===== src/rtl/spi_slave_param_if.sv =====
// SPI slave pad/host-side bus bundle for spi_slave_param.
// err_cnt exists only when SPI_SLAVE_ERR_CNT_EN is defined.
interface spi_slave_param_if #(
  parameter int unsigned DW = 8
);
  logic          SS_n;
  logic          MOSI;
  logic          tx_valid;
  logic [DW-1:0] tx_data;
  logic          MISO;
  logic [DW+1:0] rx_data;
  logic          rx_valid;
  logic          frame_err;
  logic          busy;
  logic [2:0]    cs;
`ifdef SPI_SLAVE_ERR_CNT_EN
  logic [7:0]    err_cnt;

  modport slave (
    input  SS_n, MOSI, tx_valid, tx_data,
    output MISO, rx_data, rx_valid, frame_err, busy, cs, err_cnt
  );
  modport master (
    output SS_n, MOSI, tx_valid, tx_data,
    input  MISO, rx_data, rx_valid, frame_err, busy, cs, err_cnt
  );
`else
  modport slave (
    input  SS_n, MOSI, tx_valid, tx_data,
    output MISO, rx_data, rx_valid, frame_err, busy, cs
  );
  modport master (
    output SS_n, MOSI, tx_valid, tx_data,
    input  MISO, rx_data, rx_valid, frame_err, busy, cs
  );
`endif
endinterface


===== src/rtl/spi_slave_param.sv =====
// Parametrised SPI slave: 2 command bits + DW payload bits, MSB first, read-back on MISO.
// Optional saturating abort counter on err_cnt when SPI_SLAVE_ERR_CNT_EN is defined.
module spi_slave_param #(
  parameter int unsigned DW = 8
) (
  input  logic               clk,
  input  logic               rst_n,
  spi_slave_param_if.slave   bus
);
  localparam int unsigned FW  = DW + 2;
  localparam int unsigned RCW = $clog2(FW);
  localparam int unsigned TCW = $clog2(DW);

  typedef enum logic [2:0] {
    IDLE      = 3'd0,
    CHK_CMD   = 3'd1,
    WRITE     = 3'd2,
    READ_ADD  = 3'd3,
    READ_DATA = 3'd4
  } state_t;

  state_t           r_cs, w_ns;
  logic [DW:0]      r_shift;
  logic [RCW-1:0]   r_bit_cnt;
  logic             r_rx_done;
  logic             r_rd_addr_seen;
  logic [DW-1:0]    r_tx_sh;
  logic [TCW-1:0]   r_tx_cnt;
  logic             r_tx_act;
  logic             r_tx_done;
  logic             r_miso;
  logic [FW-1:0]    r_rx_data;
  logic             r_rx_valid;
  logic             r_frame_err;
  logic             r_busy;

  logic w_rx_state, w_last_bit, w_complete, w_abort_err, w_tx_load;

  assign w_rx_state  = (r_cs == WRITE) || (r_cs == READ_ADD) || (r_cs == READ_DATA);
  assign w_last_bit  = w_rx_state && !r_rx_done && !bus.SS_n && (r_bit_cnt == RCW'(FW - 1));
  // A read-data frame is only complete once its last MISO bit has been driven.
  assign w_complete  = ((r_cs == WRITE) || (r_cs == READ_ADD)) ? r_rx_done :
                       (r_cs == READ_DATA)                     ? r_tx_done : 1'b0;
  assign w_abort_err = bus.SS_n && (r_cs != IDLE) && !w_complete;
  assign w_tx_load   = (r_cs == READ_DATA) && !bus.SS_n && r_rx_done && !r_tx_act &&
                       !r_tx_done && bus.tx_valid;

  // State register
  always_ff @(posedge clk or negedge rst_n) begin
    if (!rst_n) r_cs <= IDLE;
    else        r_cs <= w_ns;
  end

  // Next-state decode; SS_n high always wins over MOSI
  always_comb begin
    w_ns = r_cs;
    case (r_cs)
      IDLE:      if (!bus.SS_n) w_ns = CHK_CMD;
      CHK_CMD: begin
        if (bus.SS_n)          w_ns = IDLE;
        else if (!bus.MOSI)    w_ns = WRITE;
        else if (r_rd_addr_seen) w_ns = READ_DATA;
        else                   w_ns = READ_ADD;
      end
      WRITE, READ_ADD, READ_DATA: if (bus.SS_n) w_ns = IDLE;
      default:   w_ns = IDLE;
    endcase
  end

  // Receive shifter, transmit shifter and registered outputs
  always_ff @(posedge clk or negedge rst_n) begin
    if (!rst_n) begin
      r_shift        <= '0;
      r_bit_cnt      <= '0;
      r_rx_done      <= 1'b0;
      r_rd_addr_seen <= 1'b0;
      r_tx_sh        <= '0;
      r_tx_cnt       <= '0;
      r_tx_act       <= 1'b0;
      r_tx_done      <= 1'b0;
      r_miso         <= 1'b0;
      r_rx_data      <= '0;
      r_rx_valid     <= 1'b0;
      r_frame_err    <= 1'b0;
      r_busy         <= 1'b0;
    end else begin
      r_rx_valid  <= 1'b0;
      r_frame_err <= w_abort_err;
      r_busy      <= (w_ns != IDLE);
      if (bus.SS_n || !w_rx_state) begin
        r_bit_cnt <= '0;
        r_rx_done <= 1'b0;
        r_tx_act  <= 1'b0;
        r_tx_done <= 1'b0;
        r_miso    <= 1'b0;
      end else begin
        if (w_last_bit) begin
          r_rx_data  <= {r_shift, bus.MOSI};
          r_rx_valid <= 1'b1;
          r_rx_done  <= 1'b1;
          if (r_cs == READ_ADD)  r_rd_addr_seen <= 1'b1;
          if (r_cs == READ_DATA) r_rd_addr_seen <= 1'b0;
        end else if (!r_rx_done) begin
          r_shift   <= {r_shift[DW-1:0], bus.MOSI};
          r_bit_cnt <= r_bit_cnt + 1'b1;
        end
        if (w_tx_load) begin
          r_miso   <= bus.tx_data[DW-1];
          r_tx_sh  <= {bus.tx_data[DW-2:0], 1'b0};
          r_tx_cnt <= TCW'(DW - 1);
          r_tx_act <= 1'b1;
        end else if (r_tx_act) begin
          if (r_tx_cnt == TCW'(0)) begin
            r_miso   <= 1'b0;
            r_tx_act <= 1'b0;
          end else begin
            r_miso   <= r_tx_sh[DW-1];
            r_tx_sh  <= {r_tx_sh[DW-2:0], 1'b0};
            r_tx_cnt <= r_tx_cnt - 1'b1;
            if (r_tx_cnt == TCW'(1)) r_tx_done <= 1'b1;
          end
        end
      end
    end
  end

`ifdef SPI_SLAVE_ERR_CNT_EN
  logic [7:0] r_err_cnt;

  // Saturating count of aborted frames
  always_ff @(posedge clk or negedge rst_n) begin
    if (!rst_n)                                  r_err_cnt <= 8'd0;
    else if (w_abort_err && (r_err_cnt != 8'hFF)) r_err_cnt <= r_err_cnt + 8'd1;
  end

  assign bus.err_cnt = r_err_cnt;
`endif

  assign bus.MISO      = r_miso;
  assign bus.rx_data   = r_rx_data;
  assign bus.rx_valid  = r_rx_valid;
  assign bus.frame_err = r_frame_err;
  assign bus.busy      = r_busy;
  assign bus.cs        = r_cs;

endmodule


===== src/flat_wrapper.sv =====
// flat-port wrapper written by rule: the top's interface ports become plain ports
module spi_slave_param_flat 
#(
  parameter int unsigned DW = 8
)
  (clk, rst_n, bus_SS_n, bus_MOSI, bus_tx_valid, bus_tx_data, bus_MISO, bus_rx_data, bus_rx_valid, bus_frame_err, bus_busy, bus_cs);
  spi_slave_param_if #(.DW(DW)) bus_i ();
  input  logic clk;
  input  logic rst_n;
  input wire logic [$bits(bus_i.SS_n)-1:0] bus_SS_n;
  input wire logic [$bits(bus_i.MOSI)-1:0] bus_MOSI;
  input wire logic [$bits(bus_i.tx_valid)-1:0] bus_tx_valid;
  input wire logic [$bits(bus_i.tx_data)-1:0] bus_tx_data;
  output wire logic [$bits(bus_i.MISO)-1:0] bus_MISO;
  output wire logic [$bits(bus_i.rx_data)-1:0] bus_rx_data;
  output wire logic [$bits(bus_i.rx_valid)-1:0] bus_rx_valid;
  output wire logic [$bits(bus_i.frame_err)-1:0] bus_frame_err;
  output wire logic [$bits(bus_i.busy)-1:0] bus_busy;
  output wire logic [$bits(bus_i.cs)-1:0] bus_cs;
  assign bus_i.SS_n = bus_SS_n;
  assign bus_i.MOSI = bus_MOSI;
  assign bus_i.tx_valid = bus_tx_valid;
  assign bus_i.tx_data = bus_tx_data;
  assign bus_MISO = bus_i.MISO;
  assign bus_rx_data = bus_i.rx_data;
  assign bus_rx_valid = bus_i.rx_valid;
  assign bus_frame_err = bus_i.frame_err;
  assign bus_busy = bus_i.busy;
  assign bus_cs = bus_i.cs;
  spi_slave_param #(.DW(DW)) u_core (.clk(clk), .rst_n(rst_n), .bus(bus_i));
endmodule

===== config.mk =====
export PLATFORM = sky130hd
export DESIGN_NAME = spi_slave_param_flat
export DESIGN_NICKNAME = d
export VERILOG_FILES = /design/src/rtl/spi_slave_param_if.sv /design/src/rtl/spi_slave_param.sv /design/src/flat_wrapper.sv
export SDC_FILE = /design/constraint.sdc
export NUM_CORES = 1
export LEC_CHECK = 0
export CAP_MARGIN = 10
export CORE_MARGIN = 2
export CORE_UTILIZATION = 60
export DETAILED_ROUTE_END_ITERATION = 12
export DONT_BUFFER_PORTS = 1
export PLACE_DENSITY = 0.76
export SKIP_LAST_GASP = 1
export SYNTH_ARGS = -nofsm -noshare
export SYNTH_HDL_FRONTEND = slang
export SYNTH_SLANG_ARGS = --single-unit
export TNS_END_PERCENT = 10

===== constraint.sdc =====
create_clock -name clk -period 2.2 [get_ports clk]
set_input_delay 0.66 -clock clk [delete_from_list [all_inputs] [get_ports clk]]
set_output_delay 0.66 -clock clk [all_outputs]
set_load 0.005 [all_outputs]

---- Yosys cells after proc, flatten, opt, wreduce, memory -nomap -nowiden ----
Cells that the tools add are included.
cells by class
  div/mod/pow operators ................... 0
  multiplexer cells ....................... 36
  shift-type cells ........................ 0
  add/sub/neg operators ................... 2
  multiply operators ...................... 0
  reductions and logical operators ........ 36
  bitwise gates (word level) .............. 3
  order comparisons ....................... 0
  equal/unequal tests ..................... 11
operator list
  cell                                                   count
  two-way mux 3 bit                                      8
  two-way mux 8 bit                                      3
  two-way mux 1 bit                                      21
  two-way mux 4 bit                                      3
  logical AND 1 bit                                      10
  nonzero test 2 bit                                     5
  case mux 3 bit (3 select lines)                        1
  AND reduction 3 bit                                    3
  nonzero test 3 bit                                     3
  == test 3 x 1 -> 1 bit, second input constant          2
  == test 3 x 2 -> 1 bit, second input constant          2
  zero test 1 bit                                        6
  zero test 3 bit                                        2
  inequality test 2 bit, second input constant           3
  adder 4 x 1 -> 4 bit, second input constant            1
  == test 4 bit, second input constant                   1
  inequality test 2 x 1 -> 1 bit, second input constant  2
  AND reduction 2 bit                                    2
  AND reduction 4 bit                                    1
  == test 3 bit, second input constant                   1
  logical OR 1 bit                                       3
  inverter 1 bit                                         3
  OR reduction 3 bit                                     1
  subtractor 3 x 1 -> 3 bit, second input constant       1
word-level totals
  bits in read-only memories .............. 0
  bits in writable memories ............... 0
  latch bits .............................. 0
  output and inout port bits .............. 17
  bits of input ports ..................... 13
  memories ................................ 0
  bits in registers ....................... 45
  logic and storage cells ................. 102

---- Longest topological paths before layout ----
  depth after elaboration ................. 8
  gate-level depth with buffers ........... 7

---- Worst setup path before layout ----
No wires, ideal clock.
  path kind ............................... input -> register
  start ................................... input bus_SS_n
  end ..................................... register u_core.r_rx_data[0] (netlist: u_core.bus.rx_data[0])
  setup time .............................. 0.125 ns
  stages .................................. 6
  path buffers ............................ 2
  data arrival time ....................... 1.908 ns
  path slack .............................. 0.166 ns
  cell sequence ........................... buf_2 nor4b_4 nor2_2 or2_1 buf_6 mux2_4
between the ends
  longest elaborated chain between the ends .. 4
  elaborated cells on any way between the ends .. 6
RTL lines
  item                                    line                   text
  start: declaration                      flat_wrapper.sv:10     input wire logic [$bits(bus_i.SS_n)-1:0] bus_SS_n;
  zero test 1 bit                         spi_slave_param.sv:40  assign w_last_bit = w_rx_state && !r_rx_done && !bus.SS_n && (r_bit_cnt == RCW'(FW - 1));
  logical AND 1 bit (2 in series)         spi_slave_param.sv:40
  AND reduction 2 bit (no source line) *  n/a
  end signal: assignment                  spi_slave_param.sv:98  r_rx_data <= {r_shift, bus.MOSI};
  end: declaration                        spi_slave_param.sv:32  logic [FW-1:0] r_rx_data;
Every way passes the cells marked *; elsewhere a longest branch is shown, timed or not.
A chain may end at the register's enable or synchronous reset.

---- Worst setup path in the final report ----
  start ................................... register u_core.r_bit_cnt[1]
  end ..................................... register u_core.r_rx_data[1] (netlist: u_core.bus.rx_data[1])
between the ends
  longest elaborated chain between the ends .. 3
RTL lines
  item                                  line                    text
  start: declaration                    spi_slave_param.sv:24   logic [RCW-1:0] r_bit_cnt;
  start signal: assignment              spi_slave_param.sv:105  r_bit_cnt <= r_bit_cnt + 1'b1;
  == test 4 bit                         spi_slave_param.sv:40
  logical AND 1 bit                     spi_slave_param.sv:40
  AND reduction 2 bit (no source line)  n/a
Every way passes these cells.

==> flow_metrics.tcl <==
set metrics [dict create \
    yosys.area.top_type "dfrtp_1" \
    reg2reg_depth 5 \
    rsz0062_at_grt "no" \
    core_um2 3078 \
    grt_pass1_vias 1219 \
    setup_tns_ns 0 \
    synth_cells 167 \
    worstPathMaxFanout 11 \
    detail-route-antenna-nets 0 \
    syn_area_um2 1972 \
    yosysSeqAreaShare 0.5584 \
    clkSinkCount 44 \
    min_period_ns 2.027 \
    startpoint_type "flop" \
    synth-simple-area-share 0.1421 \
    slew_violations 0 \
    fin_skew_ns 0.01055 \
    p_per_area_nw_per_um2 714.0 \
    wire_per_inst_um 15.81 \
    antenna_found_initial 0 \
    worst_setup_path_end_kind "flop" \
    crit_arrival_ns 2.30 \
    dieHeight_um 61.33 \
    grt_max_degree 45 \
    dpl.cell_count 209 \
    slew_headroom 0.4953 \
    drc_errors 0 \
    syn_to_final_growth_pct 6.663 \
    dpl_cell_area_um2 2022 \
    clock_latency_ns 0.37 \
    initial_utilization 0.6407 \
    synth_compound_area_frac 0.08376 \
    tightest_slew_ns 0.7538 \
    fin_util 0.6833 \
    nNetsFinal 191 \
    ys_warn_count 0 \
    numCtsBuffers 5 \
    die_area_um2 3761 \
    first_pass_iters 4 \
    grt_first_pass_wirelength_mm 5.671 \
    finalNonFillerCells 218 \
    holdCritPathClass "in2async" \
    synth_area_per_cell_um2 11.81 \
    synth_fa_ha_area_frac 0.03173 \
    drive_above_1_share 0.2184 \
    synth_area_leaders "dfrtp_1, mux2_4, mux2_2" \
    drt_iter0_drc 94 \
    hpwl_mm 2.460 \
    setup_viol 0 \
    syn-num-nets 185 \
    synth_top_area_frac 0.5584 \
    power_leakage_uw 0.001015 \
    min_period_over_period 0.9215 \
    synth_mux_area_frac 0.1256 \
    h-tree-depth 2 \
    die_x_um 61.33 \
    rows 20 \
    grt_overflow 0 \
    fmax_ghz 0.4933 \
    status "finished clean" \
    totalWireLength_mm 3.446 \
    vdd_drop_max_v 0.0003766 \
    ios 30 \
    gp_congestion 0.7875 \
    synth.distinct_cells 36 \
    portBuffers 0 \
    vias 1243 \
    grtUsageTotal 0.2173 \
    hold_viol_final 0 \
    synth-seq-cells 44 \
    cts.path.max_buffers 2 \
    cts-root-buf "clkbuf_4" \
    cts_tree "yes" \
    postLayoutCellArea_um2 2103 \
    cap_violations 0 \
    clkTransAtPathRegs_ns 0.14 \
    diodes 0 \
    cp.required_ns 2.47 \
    synth_top_family_by_area "simple AND/OR/NAND/NOR gates" \
    path_class "reg2reg" \
    synth_xor_area_frac 0.01777 \
    via_per_inst 5.702 \
]
-- cell families after synthesis --
kind of cell / count (synthesis)
multiplexers: 19
AO/OA/AOI/OAI: 25
buffers and inverters: 16
adder cells (fa/ha/maj): 5
flip-flops: 44
XOR/XNOR: 4
AND/OR/NAND/NOR: 54
-- synthesized netlist by cell type --
| master | n |
|---|---|
| nor2_1 | 16 |
| o31ai_1 | 1 |
| xor2_1 | 2 |
| mux2_4 | 9 |
| nor3_1 | 3 |
| and3_1 | 1 |
| inv_1 | 8 |
| or2_1 | 1 |
| o211ai_1 | 2 |
| a211oi_1 | 2 |
| xnor2_1 | 2 |
| nor3b_2 | 1 |
| nand4_1 | 2 |
| nand2_1 | 17 |
| nor2b_1 | 1 |
| o21ai_0 | 3 |
| or4bb_1 | 1 |
| nand3b_1 | 1 |
| nand3_1 | 3 |
| a31oi_1 | 8 |
| a2111oi_0 | 1 |
| nand2b_1 | 2 |
| a311oi_1 | 1 |
| buf_2 | 4 |
| o211a_1 | 2 |
| mux2_2 | 10 |
| nor2_2 | 1 |
| ha_1 | 5 |
| nor4b_4 | 1 |
| buf_6 | 2 |
| a21oi_1 | 5 |
| clkbuf_1 | 2 |
| nor4b_1 | 1 |
| and2_0 | 1 |
| or2_2 | 1 |
| dfrtp_1 | 44 |
-- stage by stage --
step / total power, uW / hold slack [ns] / setup WS (ns)
after global placement: 1086 / 0.3655 / 0.2160
final: 1502 / 0.1169 / 0.1728
after floorplan: 1058 / 0.3644 / 0.1664
after CTS: 1514 / 0.1069 / 0.1665
after detailed placement: 1100 / 0.3654 / 0.1744
after global routing: 1579 / 0.09490 / 0.1048
-- flip-flops by register name, indices dropped and copies added (netlist names), 3 cells and up --
register,flops
u_core.bus.cs,3
u_core.bus.rx_data,10
u_core.r_bit_cnt,4
u_core.r_shift,9
u_core.r_tx_cnt,3
u_core.r_tx_sh,7
-- final cells by class --
cell class                      count  area [um^2]
Multi-Input combinational cell    107        790.8
Fill cell                         236        974.7
Clock inverter                      3        23.77
Inverter                            8        30.03
Sequential cell                    44         1101
Clock buffer                        5        37.54
Tap cell                           44        55.05
Timing Repair Buffer                7        65.06
-- power by group --
group	total [uW]	switching, uW	internal [uW]
logic	148	63.8	84.7
clock network	400	274	126
registers	953	62.7	891
-- cell usage in the layout, fill, tap and decap left out --
master,n
or2_2,1
clkinvlp_4,2
o211a_1,2
o211ai_1,2
mux2_2,10
xor2_1,2
a2111oi_0,1
buf_4,6
and3_1,1
nand3_1,3
a311oi_1,1
a31oi_1,8
xnor2_1,2
and2_0,1
nor3b_2,1
ha_1,5
nor4b_4,1
o21ai_0,3
nand2b_1,2
nand4_1,2
o31ai_1,1
nor2_1,16
nor3_1,3
buf_12,1
a21oi_1,5
nor4b_1,1
mux2_4,9
a211oi_1,2
nor2_2,1
nand2_1,17
clkinv_4,1
dfrtp_1,44
inv_1,8
clkbuf_4,5
or4bb_1,1
nand3b_1,1
nor2b_1,1
or2_1,1
-- layer usage --
layer / wire length [um] / part of all wire / GRT usage
met5: 0 / 0 / 0
met4: 65 / 0.019 / 0.1025
met3: 235 / 0.068 / 0.07563
met2: 1648 / 0.48 / 0.3359
met1: 1497 / 0.43 / 0.2750
-- worst max-delay path: stages (launching register included) --
cell     delay (ns)
dfrtp_1        0.43
inv_1          0.07
ha_1           0.15
or4bb_1        0.44
or2_1          0.46
mux2_4         0.39
-- final timing paths --
path	from	to	slack [ns]
max in group asynchronous	rst_n	u_core.r_tx_act	1.88
min	rst_n	u_core.bus.cs[0]	0.12
max reg2reg	u_core.r_bit_cnt[1]	u_core.bus.rx_data[1]	0.17
min in group clk	bus_SS_n	u_core.bus.busy	0.33
min reg2reg	u_core.r_tx_sh[1]	u_core.r_tx_sh[1]	0.52
max	u_core.r_bit_cnt[1]	u_core.bus.rx_data[1]	0.17
-- what timing repair did --
item / 4_1_cts / 5_1_grt
setup buffers: 0 / 0
hold endpoints to repair: 44 / 0
gates resized for setup: 0 / 0
hold buffers: 1 / 0
Power figures use the tool's default switching activity.
